**src/rtl/axi_lite_fifo_slave_if.sv**
```systemverilog
// AXI-Lite bus bundle (with wlast/rlast burst extension) for the FIFO mailbox slave.
// Every channel transfers on a rising aclk edge where valid && ready; once valid rises the
// source holds its payload stable until that edge, and ready may depend on valid.
interface axi_lite_fifo_slave_if;
  logic [31:0] awaddr;
  logic        awvalid;
  logic        awready;
  logic [31:0] wdata;
  logic        wlast;
  logic        wvalid;
  logic        wready;
  logic [1:0]  bresp;
  logic        bvalid;
  logic        bready;
  logic [31:0] araddr;
  logic        arvalid;
  logic        arready;
  logic [31:0] rdata;
  logic        rlast;
  logic        rvalid;
  logic        rready;

  modport slave (
    input  awaddr, awvalid, wdata, wlast, wvalid, bready, araddr, arvalid, rready,
    output awready, wready, bresp, bvalid, arready, rdata, rlast, rvalid
  );

  modport master (
    output awaddr, awvalid, wdata, wlast, wvalid, bready, araddr, arvalid, rready,
    input  awready, wready, bresp, bvalid, arready, rdata, rlast, rvalid
  );
endinterface

```
**src/rtl/axi_lite_fifo_slave.sv**
```systemverilog
// Loopback mailbox: DATA write bursts push into a FIFO, DATA read bursts pop it back out.
// COUNT/STATUS are single-beat reads, CTRL bit0 flushes; write and read FSMs run independently.
module axi_lite_fifo_slave #(
  parameter int DEPTH      = 16,
  parameter int MAX_RBURST = 16,
  parameter int BRESP_WAIT = 1
) (
  input  logic                  aclk,
  input  logic                  aresetn,
  axi_lite_fifo_slave_if.slave  bus,
  output logic                  rx_ready_int,
  output logic [1:0]            w_state_dbg,
  output logic                  r_state_dbg
);

  localparam int AW = $clog2(DEPTH);
  localparam int BW = $clog2(MAX_RBURST + 1);

  localparam logic [3:0] OFF_DATA   = 4'h0;
  localparam logic [3:0] OFF_COUNT  = 4'h4;
  localparam logic [3:0] OFF_STATUS = 4'h8;
  localparam logic [3:0] OFF_CTRL   = 4'hC;

  typedef enum logic [1:0] {W_IDLE, W_DATA, W_RESP} w_state_e;
  typedef enum logic       {R_IDLE, R_DATA}         r_state_e;

  w_state_e w_state;
  r_state_e r_state;

  logic [31:0]   mem [DEPTH];
  logic [AW-1:0] wr_ptr;
  logic [AW-1:0] rd_ptr;
  logic [AW:0]   count;
  logic          full;
  logic          empty;

  logic [3:0]    w_addr;
  logic          w_err;
  logic [3:0]    r_addr;
  logic [BW-1:0] r_left;
  logic          r_zero;
  logic [BW-1:0] beats_first;

  logic w_beat, r_beat, flush, pop, push_req, push, drop_err, beat_err;
  logic unused_addr_bits;

  assign unused_addr_bits = ^{bus.awaddr[31:4], bus.araddr[31:4]};

  assign full  = (count == (AW+1)'(DEPTH));
  assign empty = (count == '0);

  assign w_beat   = (w_state == W_DATA) && bus.wvalid && bus.wready;
  assign r_beat   = (r_state == R_DATA) && bus.rvalid && bus.rready;
  assign flush    = w_beat && (w_addr == OFF_CTRL) && bus.wdata[0];
  assign pop      = r_beat && (r_addr == OFF_DATA) && !r_zero;
  assign push_req = w_beat && (w_addr == OFF_DATA);
  // A full FIFO still takes the word when the same cycle pops one out.
  assign push     = push_req && !flush && (!full || pop);
  assign drop_err = push_req && full && !pop;
  assign beat_err = drop_err || (w_beat && (w_addr[1:0] != 2'b00));

  assign w_state_dbg = w_state;
  assign r_state_dbg = r_state;

  always_comb begin
    if (int'(count) > MAX_RBURST) beats_first = BW'(MAX_RBURST);
    else                          beats_first = BW'(count);
  end

  always_ff @(posedge aclk) begin
    if (push) mem[wr_ptr] <= bus.wdata;
  end

  always_ff @(posedge aclk or negedge aresetn) begin
    if (!aresetn) begin
      wr_ptr       <= '0;
      rd_ptr       <= '0;
      count        <= '0;
      rx_ready_int <= 1'b0;
    end else begin
      rx_ready_int <= (count != '0);
      if (flush) begin
        wr_ptr <= '0;
        rd_ptr <= '0;
        count  <= '0;
      end else begin
        if (push) wr_ptr <= wr_ptr + 1'b1;
        if (pop)  rd_ptr <= rd_ptr + 1'b1;
        case ({push, pop})
          2'b10:   count <= count + 1'b1;
          2'b01:   count <= count - 1'b1;
          default: count <= count;
        endcase
      end
    end
  end

  always_ff @(posedge aclk or negedge aresetn) begin
    if (!aresetn) begin
      w_state     <= W_IDLE;
      bus.awready <= 1'b0;
      bus.wready  <= 1'b0;
      bus.bvalid  <= 1'b0;
      bus.bresp   <= 2'b00;
      w_addr      <= '0;
      w_err       <= 1'b0;
    end else begin
      case (w_state)
        W_IDLE: begin
          bus.awready <= bus.awvalid && !bus.awready;
          if (bus.awvalid && bus.awready) begin
            bus.awready <= 1'b0;
            bus.wready  <= 1'b1;
            w_addr      <= bus.awaddr[3:0];
            w_err       <= 1'b0;
            w_state     <= W_DATA;
          end
        end
        W_DATA: begin
          if (w_beat) begin
            if (beat_err) w_err <= 1'b1;
            if (bus.wlast) begin
              bus.wready <= 1'b0;
              bus.bvalid <= 1'b1;
              bus.bresp  <= (w_err || beat_err) ? 2'b10 : 2'b00;
              w_state    <= W_RESP;
            end
          end
        end
        W_RESP: begin
          if (BRESP_WAIT == 0 || bus.bready) begin
            bus.bvalid <= 1'b0;
            bus.bresp  <= 2'b00;
            w_state    <= W_IDLE;
          end
        end
        default: w_state <= W_IDLE;
      endcase
    end
  end

  always_ff @(posedge aclk or negedge aresetn) begin
    if (!aresetn) begin
      r_state     <= R_IDLE;
      bus.arready <= 1'b0;
      bus.rvalid  <= 1'b0;
      bus.rlast   <= 1'b0;
      bus.rdata   <= '0;
      r_addr      <= '0;
      r_left      <= '0;
      r_zero      <= 1'b0;
    end else begin
      case (r_state)
        R_IDLE: begin
          bus.arready <= bus.arvalid && !bus.arready;
          if (bus.arvalid && bus.arready) begin
            bus.arready <= 1'b0;
            bus.rvalid  <= 1'b1;
            r_addr      <= bus.araddr[3:0];
            r_zero      <= 1'b0;
            r_left      <= BW'(1);
            bus.rlast   <= 1'b1;
            r_state     <= R_DATA;
            case (bus.araddr[3:0])
              OFF_DATA: begin
                // An empty FIFO still answers with one zero beat that pops nothing.
                r_left    <= empty ? BW'(1) : beats_first;
                bus.rlast <= empty || (beats_first == BW'(1));
                r_zero    <= empty || flush;
                bus.rdata <= (empty || flush) ? 32'h0 : mem[rd_ptr];
              end
              OFF_COUNT:  bus.rdata <= 32'(count);
              OFF_STATUS: bus.rdata <= {30'h0, full, empty};
              default:    bus.rdata <= 32'h0;
            endcase
          end
        end
        R_DATA: begin
          if (r_beat) begin
            if (bus.rlast) begin
              bus.rvalid <= 1'b0;
              bus.rlast  <= 1'b0;
              bus.rdata  <= 32'h0;
              r_state    <= R_IDLE;
            end else begin
              r_left    <= r_left - 1'b1;
              bus.rlast <= (r_left == BW'(2));
              if (r_zero || flush) begin
                r_zero    <= 1'b1;
                bus.rdata <= 32'h0;
              end else begin
                bus.rdata <= mem[rd_ptr + 1'b1];
              end
            end
          end else if (flush && (r_addr == OFF_DATA)) begin
            // The word on the bus was flushed before being taken, so it is replaced by zero.
            r_zero    <= 1'b1;
            bus.rdata <= 32'h0;
          end
        end
        default: r_state <= R_IDLE;
      endcase
    end
  end

endmodule

```
**src/flat_wrapper.sv**
```systemverilog
// flat-port wrapper written by rule: the top's interface ports become plain ports
module axi_lite_fifo_slave_flat 
#(
  parameter int DEPTH      = 16,
  parameter int MAX_RBURST = 16,
  parameter int BRESP_WAIT = 1
)
  (aclk, aresetn, rx_ready_int, w_state_dbg, r_state_dbg, bus_awaddr, bus_awvalid, bus_wdata, bus_wlast, bus_wvalid, bus_bready, bus_araddr, bus_arvalid, bus_rready, bus_awready, bus_wready, bus_bresp, bus_bvalid, bus_arready, bus_rdata, bus_rlast, bus_rvalid);
  axi_lite_fifo_slave_if bus_i ();
  input  logic aclk;
  input  logic aresetn;
  output logic rx_ready_int;
  output logic [1:0] w_state_dbg;
  output logic r_state_dbg;
  input wire logic [$bits(bus_i.awaddr)-1:0] bus_awaddr;
  input wire logic [$bits(bus_i.awvalid)-1:0] bus_awvalid;
  input wire logic [$bits(bus_i.wdata)-1:0] bus_wdata;
  input wire logic [$bits(bus_i.wlast)-1:0] bus_wlast;
  input wire logic [$bits(bus_i.wvalid)-1:0] bus_wvalid;
  input wire logic [$bits(bus_i.bready)-1:0] bus_bready;
  input wire logic [$bits(bus_i.araddr)-1:0] bus_araddr;
  input wire logic [$bits(bus_i.arvalid)-1:0] bus_arvalid;
  input wire logic [$bits(bus_i.rready)-1:0] bus_rready;
  output wire logic [$bits(bus_i.awready)-1:0] bus_awready;
  output wire logic [$bits(bus_i.wready)-1:0] bus_wready;
  output wire logic [$bits(bus_i.bresp)-1:0] bus_bresp;
  output wire logic [$bits(bus_i.bvalid)-1:0] bus_bvalid;
  output wire logic [$bits(bus_i.arready)-1:0] bus_arready;
  output wire logic [$bits(bus_i.rdata)-1:0] bus_rdata;
  output wire logic [$bits(bus_i.rlast)-1:0] bus_rlast;
  output wire logic [$bits(bus_i.rvalid)-1:0] bus_rvalid;
  assign bus_i.awaddr = bus_awaddr;
  assign bus_i.awvalid = bus_awvalid;
  assign bus_i.wdata = bus_wdata;
  assign bus_i.wlast = bus_wlast;
  assign bus_i.wvalid = bus_wvalid;
  assign bus_i.bready = bus_bready;
  assign bus_i.araddr = bus_araddr;
  assign bus_i.arvalid = bus_arvalid;
  assign bus_i.rready = bus_rready;
  assign bus_awready = bus_i.awready;
  assign bus_wready = bus_i.wready;
  assign bus_bresp = bus_i.bresp;
  assign bus_bvalid = bus_i.bvalid;
  assign bus_arready = bus_i.arready;
  assign bus_rdata = bus_i.rdata;
  assign bus_rlast = bus_i.rlast;
  assign bus_rvalid = bus_i.rvalid;
  axi_lite_fifo_slave #(.DEPTH(DEPTH), .MAX_RBURST(MAX_RBURST), .BRESP_WAIT(BRESP_WAIT)) u_core (.aclk(aclk), .aresetn(aresetn), .bus(bus_i), .rx_ready_int(rx_ready_int), .w_state_dbg(w_state_dbg), .r_state_dbg(r_state_dbg));
endmodule
```
**config.mk**
```make
export PLATFORM = sky130hd
export DESIGN_NAME = axi_lite_fifo_slave_flat
export DESIGN_NICKNAME = d
export VERILOG_FILES = /design/src/rtl/axi_lite_fifo_slave_if.sv /design/src/rtl/axi_lite_fifo_slave.sv /design/src/flat_wrapper.sv
export SDC_FILE = /design/constraint.sdc
export NUM_CORES = 1
export LEC_CHECK = 0
export CAP_MARGIN = 20
export CORE_ASPECT_RATIO = 1.75
export CORE_MARGIN = 2
export CORE_UTILIZATION = 30
export DETAILED_ROUTE_END_ITERATION = 12
export DONT_BUFFER_PORTS = 1
export PLACE_DENSITY = 0.55
export SLEW_MARGIN = 40
export SYNTH_ARGS = -nofsm -noshare
export SYNTH_HDL_FRONTEND = slang
export SYNTH_SLANG_ARGS = --single-unit
```
**constraint.sdc**
```tcl
create_clock -name aclk -period 8 [get_ports aclk]
set_input_delay 0.8 -clock aclk [delete_from_list [all_inputs] [get_ports aclk]]
set_output_delay 0.8 -clock aclk [all_outputs]
set_load 0.02 [all_outputs]
```
==> results.txt, run 1 <==
Status - finished clean
Vias in the first global route - 15,969
DP Cell Count - 2,647
Tmin final - 3460 ps
Slew margin rel. - 43.02%
Non-filler instance count after layout - 2,744
H-tree depth - 2
Max VDD drop - 0.1427 mV
Post-CTS Setup Bufs - 0
Initial Util - 30.26%
Final GP Congestion - 0.7497
Root Buffer - clkbuf_16
Initial drt markers - 1,417
Leak - 9.284 nW
Async set or reset register ratio after synthesis - 12.18%
Clock buffer depth - 3
Commonest non-fill, non-tap cells in the layout - edfxtp_1, mux4_2, nand2_1, nand3_1, dfrtp_1
Synth Flop Type - edfxtp_1
CP Launch Point - u_core.r_state_dbg
Pwr dens - 197.0 nW/um^2
Flops & latches, synth - 583
Worst Path Max Fanout - 32
Post-synthesis instance total - 1,554
Num CTS Buffers - 51
DR vias - 15,088
Hold WC Path Type - input pin to async pin
Vias/cell - 5.499
R2R setup slack - 4540 ps
Final count of hold timing violations - 0
Worst Setup Start Kind - flop
Die Width - 230.8 um
CP Capture Type - flop
Final core occ - 33.80%
Syn_area_per_cell - 17.38 um^2
Gr usage total - 15.65%
EDFF count, synth - 512
Worst R2R Start - u_core.r_state_dbg
WP data arrival - 3680 ps
FF-to-FF End - u_core.mem[10][11]
Final Cycle Share - 43.25%
Final setup vio count - 0
Clk slew on worst S/H paths - 70 ps
DP HPWL - 38.65 mm
Die Area - 92,540 um^2
Layout cells sized above 1 - 26.85%
Core area - 89,260 um^2
Worst setup slack after layout - 4540 ps
Largest net degree at the start of global routing - 88
Max-slew violations - 0
Initial antenna violation count - 0
WL/cell - 26.39 um
Fillers - 8,490
Number of cell rows - 145
TritonCTS clock tree - yes
ANT nets after route - 0
Max-cap violations - 0
Count of different cell masters after synthesis - 60
Skew-Pair Late Insertion Delay - 620 ps
Seq/Total Area, Yosys - 63.51%
Synth Cell Area - 27,010 um^2
Worst path required time - 8220 ps
Router iterations before antenna repair - 7
Worst Skew - 36.72 ps
Yosys warns - 0
WS Path Type - flop to flop
Worst Tran Pin Value - 854.7 ps
Die height - 400.9 um
RSZ-0062 raised after global routing - false
Number of diodes - 0
IO Pins - 148
F_max - 0.2890 GHz
Layout overhead on the synthesized area - 11.70%
Syn Nets - 1,669
Buffers added on ports - 0
# DRC - 0
Final wirelength - 72.41 mm
FF-to-FF path depth - 5
Setup TNS Final - 0 ps
Clock tree sinks - 583
Grt total ovfl - 0
DP Worst Slack - 4271 ps
First-pass GRT wire length - 107.2 mm
Fin nets - 1,643
Commonest non-fill, non-tap cell in the layout - edfxtp_1
==> routing by layer <==
| layer | up-vias | part of all wire (%) | GRT usage (%) |
|---|---|---|---|
| met3 | 97 | 6.8 | 2.937 |
| met5 | - | 0 | 0 |
| met4 | 0 | 2.8 | 5.071 |
| met1 | 8205 | 38 | 19.10 |
| li1 | 6282 | - | - |
| met2 | 504 | 52 | 27.70 |
==> how the worst max path moves through the flow <==
stage	depth (start not counted)	endpoint	slack, ps
global placement	8	u_core.bus.rdata[11]	4070
detailed placement	8	u_core.bus.rdata[13]	4270
CTS	8	u_core.bus.rdata[13]	4250
floorplan	5	u_core.mem[10][0]	4970
global route	5	u_core.mem[9][11]	4290
finish	5	u_core.mem[10][11]	4540
==> logic make-up after synthesis <==
logic type / count (synthesis) / synth area share, %
muxes: 322 / 23.90
xor gates and xnor gates: 11 / 0.3568
other: 1 / 0.01389
and+or+nand+nor: 393 / 6.620
DFF: 583 / 63.51
AOI/OAI and AO/OA: 119 / 3.169
buffers and inverters: 114 / 1.899
adders and majority gates: 11 / 0.5374
==> what timing repair did <==
| action | 4_1_cts | 5_1_grt |
|---|---|---|
| hold buffers | 1 | 0 |
| endpoints found under the hold margin | 71 | 0 |
| gates resized for setup | 0 | 0 |
==> critical path, cell delays in order, from the launching register on <==
cell	delay, ps
dfrtp_1	710
nand4b_1	360
nor2_2	430
o21ai_1	250
nor3b_1	490
and2_4	800
==> cells in the mapped netlist (3+ instances only) <==
master    instances  area (um^2)
nor2_1           27        101.4
xor2_1            3        26.28
buf_1             7        26.28
buf_2            59        295.3
and2_1           16        100.1
nor2b_1           7        43.79
ha_1             10        125.1
clkbuf_1         39        146.4
nand2b_1          7        43.79
mux2i_1          35        350.3
inv_1             5        18.77
edfxtp_1        512        15370
a31oi_1           3        18.77
and3_1            7        43.79
dfrtp_1          71         1777
buf_4             3        22.52
nor3_1            8        40.04
or3_1             5        31.28
nand2_1         218        818.3
a22oi_1           5        37.54
mux4_2          254         5720
nand3_1          76        380.4
mux2_2           32        360.4
a32oi_1          28        245.2
xnor2_1           8        70.07
a21oi_1          17        85.08
o22ai_1           7        43.79
nor3b_1           4        30.03
a211oi_1          3        22.52
o21ai_0          12        60.06
a21o_1            3        22.52
o211ai_1         30        225.2
==> cell type report <==
class / count / area [um^2] / share of cell area, %
flip-flops and latches: 583 / 17170 / 56.91
multi-input cells: 857 / 9467 / 31.38
well taps: 1176 / 1471 / 4.878
clock buffers: 69 / 1405 / 4.658
repair buffers: 29 / 370.4 / 1.228
clock inverters: 24 / 264.0 / 0.8752
inverters: 6 / 22.52 / 0.07466
==> per-stage QoR <==
stage	cell area [um^2]	power [W]	hold slack, ps
after CTS	30100	0.006004	100.3
after detailed placement	28400	0.003488	461.6
after global routing	30170	0.006111	116.2
after floorplan	27010	0.003471	437.0
final	30170	0.005943	117.0
after global placement	28320	0.003484	458.6
==> where the power goes <==
part	internal (W)	switching, W	leakage [nW]
Sequential	0.00333	0.0000353	5.52
Combinational	0.0000268	0.0000383	2.95
Clock	0.00137	0.00114	0.808
Total	0.00473	0.00121	9.28
==> state kept, by name (all words and copies together) (netlist names), 2 cells and up <==
| name | cells |
|---|---|
| u_core.mem | 512 |
| u_core.bus.rdata | 32 |
| u_core.count | 5 |
| u_core.r_left | 5 |
| u_core.r_addr | 4 |
| u_core.rd_ptr | 4 |
| u_core.w_addr | 4 |
| u_core.wr_ptr | 4 |
| u_core.w_state_dbg | 2 |
(Power assumes the default switching activity.)
==> inputs of run 2 (changes only) <==
- ABC_AREA: default -> 1
- PLACE_DENSITY: 0.55 -> 0.56
- clock period: 8 -> 2.9 ns (I/O delays scaled with it)
==> run 2 against run 1 <==
Core utilization rose by 1.1 points. Final area grew 10%. Critical path depth grew 5. Final cell count increased by 61%. Sequential share of layout area shrank 5.2 points. Routed wire length is 30% higher. Sequential cell count stayed put. Setup slack got worse by 4200 ps. Hold slack got worse by 56 ps. Fmax up 37%. Sequential power grew to 2.9 times the previous value. Largest cell class unchanged. Highest routed layer is now met5.
==> results.txt, run 2 <==
EDFF count, synth - 512 (unchanged)
Tmin final - 2532 ps (-928.3 ps)
Flops & latches, synth - 583 (unchanged)
Most frequent cell after synthesis - nand2_1
Worst R2R Start - u_core.w_state_dbg[1]
CP Launch Point - u_core.w_state_dbg[1]
Pwr dens - 803.7 nW/um^2 (+310%)
H-tree depth - 2 (unchanged)
Max-cap violations - 0 (unchanged)
IO Pins - 148 (unchanged)
WP data arrival - 2810 ps (-870 ps)
Leak - 12.50 nW (+35%)
Synth Flop Type - edfxtp_1
Router iterations before antenna repair - 6 (-1)
DP HPWL - 55.75 mm (+44%)
Max-slew violations - 0 (unchanged)
Syn Nets - 3,288 (+97%)
Final setup vio count - 0 (unchanged)
Clock buffer depth - 3 (unchanged)
Area leader, netlist - edfxtp_1
Commonest non-fill, non-tap cell in the layout - nand2_1
Initial Util - 30.11% (-0.14 points)
Top flop regs - u_core.mem x512, u_core.bus.rdata x32
First-pass GRT wire length - 138.9 mm (+30%)
Final core occ - 34.88% (+1.1 points)
Skew-Pair Late Insertion Delay - 610 ps (about the same)
Core area - 95,150 um^2 (+6.6%)
Design Power - 0.02667 W (+350%)
WS Path Type - flop to flop
Reg power frac - 36.3% (-20 points)
Hold Crit Depth - 5
Layout overhead on the synthesized area - 15.83%
# DRC - 0 (unchanged)
ANT nets after route - 0 (unchanged)
Count of different cell masters after synthesis - 37 (-38%)
Die Area - 98,100 um^2 (+6.0%)
Largest net degree at the start of global routing - 171 (+94%)
Worst Skew - 21.03 ps (-15.69 ps)
FF-to-FF End - u_core.mem[2][31]
Internal power - 0.01677 W (+250%)
Area after DPL - 30,780 um^2 (+8.4%)
Top cell type's share of synthesized area - 53.66% (-3.3 points)
Seq/Total Area, Yosys - 59.86% (-3.6 points)
Setup TNS Final - 0 ps (unchanged)
Sw Ratio - 37.14% (+17 points)
FF-to-FF path depth - 10 (+5)
F_max - 0.3950 GHz (+37%)
Final Cycle Share - 87.30% (+44 points)
Gr usage total - 18.73% (+3.1 points)
Top cells by count, synth - nand2_1, nand3_1, edfxtp_1
Worst Setup Start Kind - flop
Hold WC Path Type - input pin to flop
Worst Tran Pin Value - 824.2 ps (-30.59 ps)
TritonCTS clock tree - yes
RSZ-0062 raised after global routing - false
WL/cell - 21.28 um (-19%)
Worst Path Max Fanout - 29 (-9.4%)
Worst path required time - 3180 ps (-5040 ps)
Sw power - 0.009908 W (+720%)
Hold WS - 60.61 ps (-56.43 ps)
Number of cell rows - 150 (+3.4%)
Min-Delay Endpoint - u_core.w_state_dbg[0]
Max VDD drop - 0.5589 mV (+290%)
Clock tree sinks - 583 (unchanged)
Status - finished clean
Fin nets - 3,266 (+99%)
Fillers - 9,281 (+9.3%)
Initial drt markers - 2,227 (+57%)
Vias in the first global route - 22,679 (+42%)
Design Area, Final - 33,190 um^2 (+10%)
Grt total ovfl - 0 (unchanged)
Die height - 412.8 um (+3.0%)
Syn_area_per_cell - 9.030 um^2 (-48%)
Clk slew on worst S/H paths - 70 ps (about the same)
Final wirelength - 93.94 mm (+30%)
Largest Register - u_core.mem
Vias/cell - 5.342 (-2.8%)
R2R setup slack - 370 ps (-4170 ps)
Clock share of power - 29.3% (-13 points)
Hold Crit Start - bus_wvalid
Combinational share of power - 34.4% (+33 points)
Num CTS Buffers - 52 (+2.0%)
Root Buffer - clkbuf_16
Final count of hold timing violations - 0 (unchanged)
DR vias - 23,580 (+56%)
Synth Cell Area - 28,650 um^2 (+6.1%)
Top post-synthesis cells by area - edfxtp_1, nand3_1, nand2_1
Commonest non-fill, non-tap cells in the layout - nand2_1, nand3_1, edfxtp_1, inv_1, dfrtp_1
Die Width - 237.6 um (+3.0%)
CP Capture Type - flop
Buffers added on ports - 0 (unchanged)
Yosys warns - 0 (unchanged)
Slew margin rel. - 45.06% (+2.0 points)
Max reg flops - 512 (unchanged)
Post-synthesis instance total - 3,173 (+100%)
Initial antenna violation count - 11 (+11)
Async set or reset register ratio after synthesis - 12.18% (unchanged)
Final GP Congestion - 0.8055 (+7.4%)
Layout cells sized above 1 - 6.984% (-20 points)
==> run 2: cells by family (layout without fill, tap and decap cells) <==
kind of cell | Yosys count | after routing | share of synthesized area, %
adders and majority gates | 11 | 11 | 0.5065
DFF | 583 | 583 | 59.86
buffers and inverters | 303 | 323 | 4.384
AOI/OAI and AO/OA | 142 | 142 | 2.834
and+or+nand+nor | 2123 | 2123 | 32.07
xor gates and xnor gates | 10 | 10 | 0.3319
other | 1 | 6 | 0.01309
==> run 2: final cells by class <==
| class | count | area, um^2 | share of cell area (%) |
|---|---|---|---|
| antenna | 5 | 12.51 | 0.03770 |
| clock buffer | 59 | 1349 | 4.064 |
| clock inverter | 37 | 538.0 | 1.621 |
| inverter | 80 | 319.1 | 0.9613 |
| multi-input combinational | 2287 | 10460 | 31.50 |
| sequential | 583 | 17160 | 51.71 |
| tap | 1216 | 1521 | 4.584 |
| timing repair buffer | 147 | 1831 | 5.515 |
==> run 2: metrics by stage <==
stage	std cells	setup slack [ps]
4_1_cts	4409	331.6
3_3_place_gp	4263	400.4
5_1_grt	4414	179.8
2_1_floorplan	3173	-289.7
3_5_place_dp	4264	362.3
6_report	4414	368.3
==> run 2: per-layer routing <==
layer	share of wire [%]	vias up	track usage, %
met3	6.3	265	2.731
met1	37	11418	20.70
met4	5.4	10	10.42
met2	52	960	34.29
li1	-	10927	-
met5	0.076	-	0
==> run 2: critical path, stage by stage, from the launching register on <==
cell and delay [ps]:
dfrtp_1 380, inv_1 90, nand2_1 100, nor2_2 130, inv_1 100, nor2_2 170
inv_1 110, a21oi_4 280, nand2_1 320, nor2_4 210, buf_12 270
==> run 2: worst max-delay path by stage <==
stage,cells after the start,to,slack [ps]
floorplan,7,u_core.mem[11][0],-290
global placement,10,u_core.mem[14][31],400
detailed placement,10,u_core.mem[2][20],360
CTS,10,u_core.mem[2][31],330
global route,10,u_core.mem[14][15],180
finish,10,u_core.mem[2][31],370
==> run 2: timing repair <==
item | in CTS | in global routing
buffers inserted | 0 | 0
resized for setup | 0 | 0
hold buffers | 49 | 0
endpoints found under the hold margin | 599 | 0
==> run 2: power by group through the flow <==
stage | logic (W) | registers, W | clock network (W)
5_1_grt | 0.0102 | 0.00971 | 0.00819
6_report | 0.00917 | 0.00969 | 0.00782
3_5_place_dp | 0.00892 | 0.00987 | 0
3_3_place_gp | 0.00879 | 0.00986 | 0
2_1_floorplan | 0.00620 | 0.00977 | 0
4_1_cts | 0.00914 | 0.00969 | 0.00793
==> inputs of run 3 (changes only) <==
- CORE_ASPECT_RATIO: 1.75 -> 0.8
==> run 3 against run 2 <==
Via count decreased by 1.1%. Sequential cell count unchanged. Global-route usage decreased by 0.22 points. Non-clock buffer count decreased by 6. Routed wire length decreased by 2.4%. Clock skew decreased by 2.0 ps. Core utilization increased by 0.24 points. Die area about the same. First-iteration DRC count increased by 25%. Hold slack got worse by 17 ps. Register-to-register slack got worse by 30 ps.
==> results.txt, run 3 (synthesis gave the netlist of run 2 again) <==
Status - finished clean
Initial antenna violation count - 3 (-8)
Buffers added on ports - 0 (unchanged)
Final wirelength - 91.65 mm (-2.4%)
Root Buffer - clkbuf_16
Initial drt markers - 2,788 (+25%)
# DRC - 0 (unchanged)
Slew margin rel. - 42.98% (-2.1 points)
Pwr dens - 802.5 nW/um^2 (-0.15%)
CP Capture Type - flop
Max-cap violations - 0 (unchanged)
Die height - 280.4 um (-32%)
Initial Util - 30.23% (+0.12 points)
Top flop regs - u_core.mem x512, u_core.bus.rdata x32
Area after DPL - 30,780 um^2 (about the same)
Gr usage total - 18.51% (-0.22 points)
RSZ-0062 raised after global routing - false
Clock tree sinks - 583 (unchanged)
Final Cycle Share - 88.34% (+1.0 points)
Die Width - 349.5 um (+47%)
Design Area, Final - 33,280 um^2 (+0.28%)
Final core occ - 35.12% (+0.24 points)
Tmin final - 2562 ps (+30.21 ps)
Core area - 94,780 um^2 (-0.39%)
WP data arrival - 2880 ps (+70 ps)
Clk slew on worst S/H paths - 60 ps (about the same)
Post-CTS Setup Bufs - 0 (unchanged)
Worst Tran Pin Value - 855.3 ps (+31.18 ps)
Max VDD drop - 0.7413 mV (+33%)
Commonest non-fill, non-tap cell in the layout - nand2_1
Crit-path cells - nand2_1 > nor2_2 > inv_1 > nor2_2 > inv_1 > a21oi_4 > nand2_1 > nor2_4 > buf_4
Hold WC Path Type - input pin to flop
Layout cells sized above 1 - 7.152% (+0.17 points)
Clock buffer depth - 3 (unchanged)
DP HPWL - 52.14 mm (-6.5%)
Router iterations before antenna repair - 6 (unchanged)
WS Path Type - flop to flop
Largest Register - u_core.mem
CTS Hold Bufs - 49 (unchanged)
IO Pins - 148 (unchanged)
Slowest CP cell - dfrtp_1
Number of cell rows - 101 (-33%)
Commonest non-fill, non-tap cells in the layout - nand2_1, nand3_1, edfxtp_1, inv_1, dfrtp_1
Buf+Inv Stages, Crit Path - 3 (-1)
Final setup vio count - 0 (unchanged)
Non-filler instance count after layout - 4,439 (+0.57%)
Max reg flops - 512 (unchanged)
WL/cell - 20.65 um (-3.0%)
Num CTS Buffers - 61 (+17%)
Post-CTS sizing - 0 (unchanged)
DP Cell Count - 4,278 (+0.33%)
Worst path required time - 3210 ps (+30 ps)
Max-slew violations - 0 (unchanged)
R2R setup slack - 340 ps (-30 ps)
Final count of hold timing violations - 0 (unchanged)
Vias/cell - 5.253 (-1.7%)
Worst Setup Start Kind - flop
ANT nets after route - 0 (unchanged)
Vias in the first global route - 21,776 (-4.0%)
TritonCTS clock tree - yes
Worst Path Max Fanout - 12 (-59%)
Grt total ovfl - 0 (unchanged)
Largest net degree at the start of global routing - 189 (+11%)
Design Power - 0.02671 W (+0.13%)
Hold WS - 43.45 ps (-17.16 ps)
F_max - 0.3903 GHz (-1.2%)
Top cell family by delay on the critical path - simple AND/OR/NAND/NOR gates
DR vias - 23,319 (-1.1%)
Leak - 12.52 nW (+0.18%)
Layout overhead on the synthesized area - 16.16%
Final GP Congestion - 0.7888 (-2.1%)
Die Area - 98,020 um^2 (about the same)
First-pass GRT wire length - 137.5 mm (-0.97%)
Fin nets - 3,269 (+0.092%)
Worst stage delay on the critical path - 480 ps (+100 ps)
Skew-Pair Late Insertion Delay - 640 ps (+30 ps)
Worst Skew - 19.02 ps (-2.009 ps)
H-tree depth - 2 (unchanged)
-- run 3: cell count changes in the layout (fill, tap and decap cells not counted) --
cell,delta
bufinv_16,-9
clkbuf_8,+6
inv_4,-1
clkinv_4,+1
buf_12,+2
buf_4,-7
buf_6,-1
clkinvlp_4,+1
diode_2,-4
inv_2,+1
clkinv_2,+3
clkbuf_1,+12
clkbuf_16,+10
clkinv_1,-9
-- run 3: per-layer routing --
layer | track usage [%] | routed length (um) | up-vias
met5 | 0 | 34 | -
met4 | 5.040 | 2290 | 6
met3 | 2.645 | 7284 | 156
met2 | 28.31 | 39800 | 976
met1 | 27.24 | 42240 | 11247
li1 | - | - | 10934
-- run 3: worst paths after layout --
kind,from,end,cells past startpoint
setup / recovery,u_core.bus.wready,u_core.mem[4][8],9
hold / removal,bus_wvalid,u_core.w_state_dbg[0],5
setup reg to reg,u_core.bus.wready,u_core.mem[4][8],9
hold reg to reg,u_core.w_addr[0],u_core.w_addr[0],2
max in group asynchronous,aresetn,u_core.rd_ptr[0],2
min in group asynchronous,aresetn,u_core.w_state_dbg[1],2
-- run 3: per-stage QoR --
stage	worst slack [ps]	TNS [ps]
5_1_grt	124.9	0
3_3_place_gp	354.5	0
6_report	338.1	0
2_1_floorplan	-289.7	-124940
3_5_place_dp	350.5	0
4_1_cts	331.7	0
-- run 3: area by class of cell --
class                           instances  area [um^2]
Timing Repair Buffer                  141         1807
Antenna cell                            1        2.502
Sequential cell                       583        17160
Tap cell                             1236         1546
Clock inverter                         24        265.3
Multi-Input combinational cell       2287        10460
Fill cell                            9406        61490
Clock buffer                           87         1727
Inverter                               80        316.6
-- run 3: worst min-delay path, stage by stage --
cell and delay, ps:
nand2_1 70, nand2_1 70, nand2_1 50, o21ai_0 90, nand2_1 60
-- run 3: where the power goes --
group | leakage, nW | switching [W] | internal, W
registers | 5.52 | 0.000338 | 0.00936
logic | 6.04 | 0.00633 | 0.00277
clock network | 0.961 | 0.00334 | 0.00457
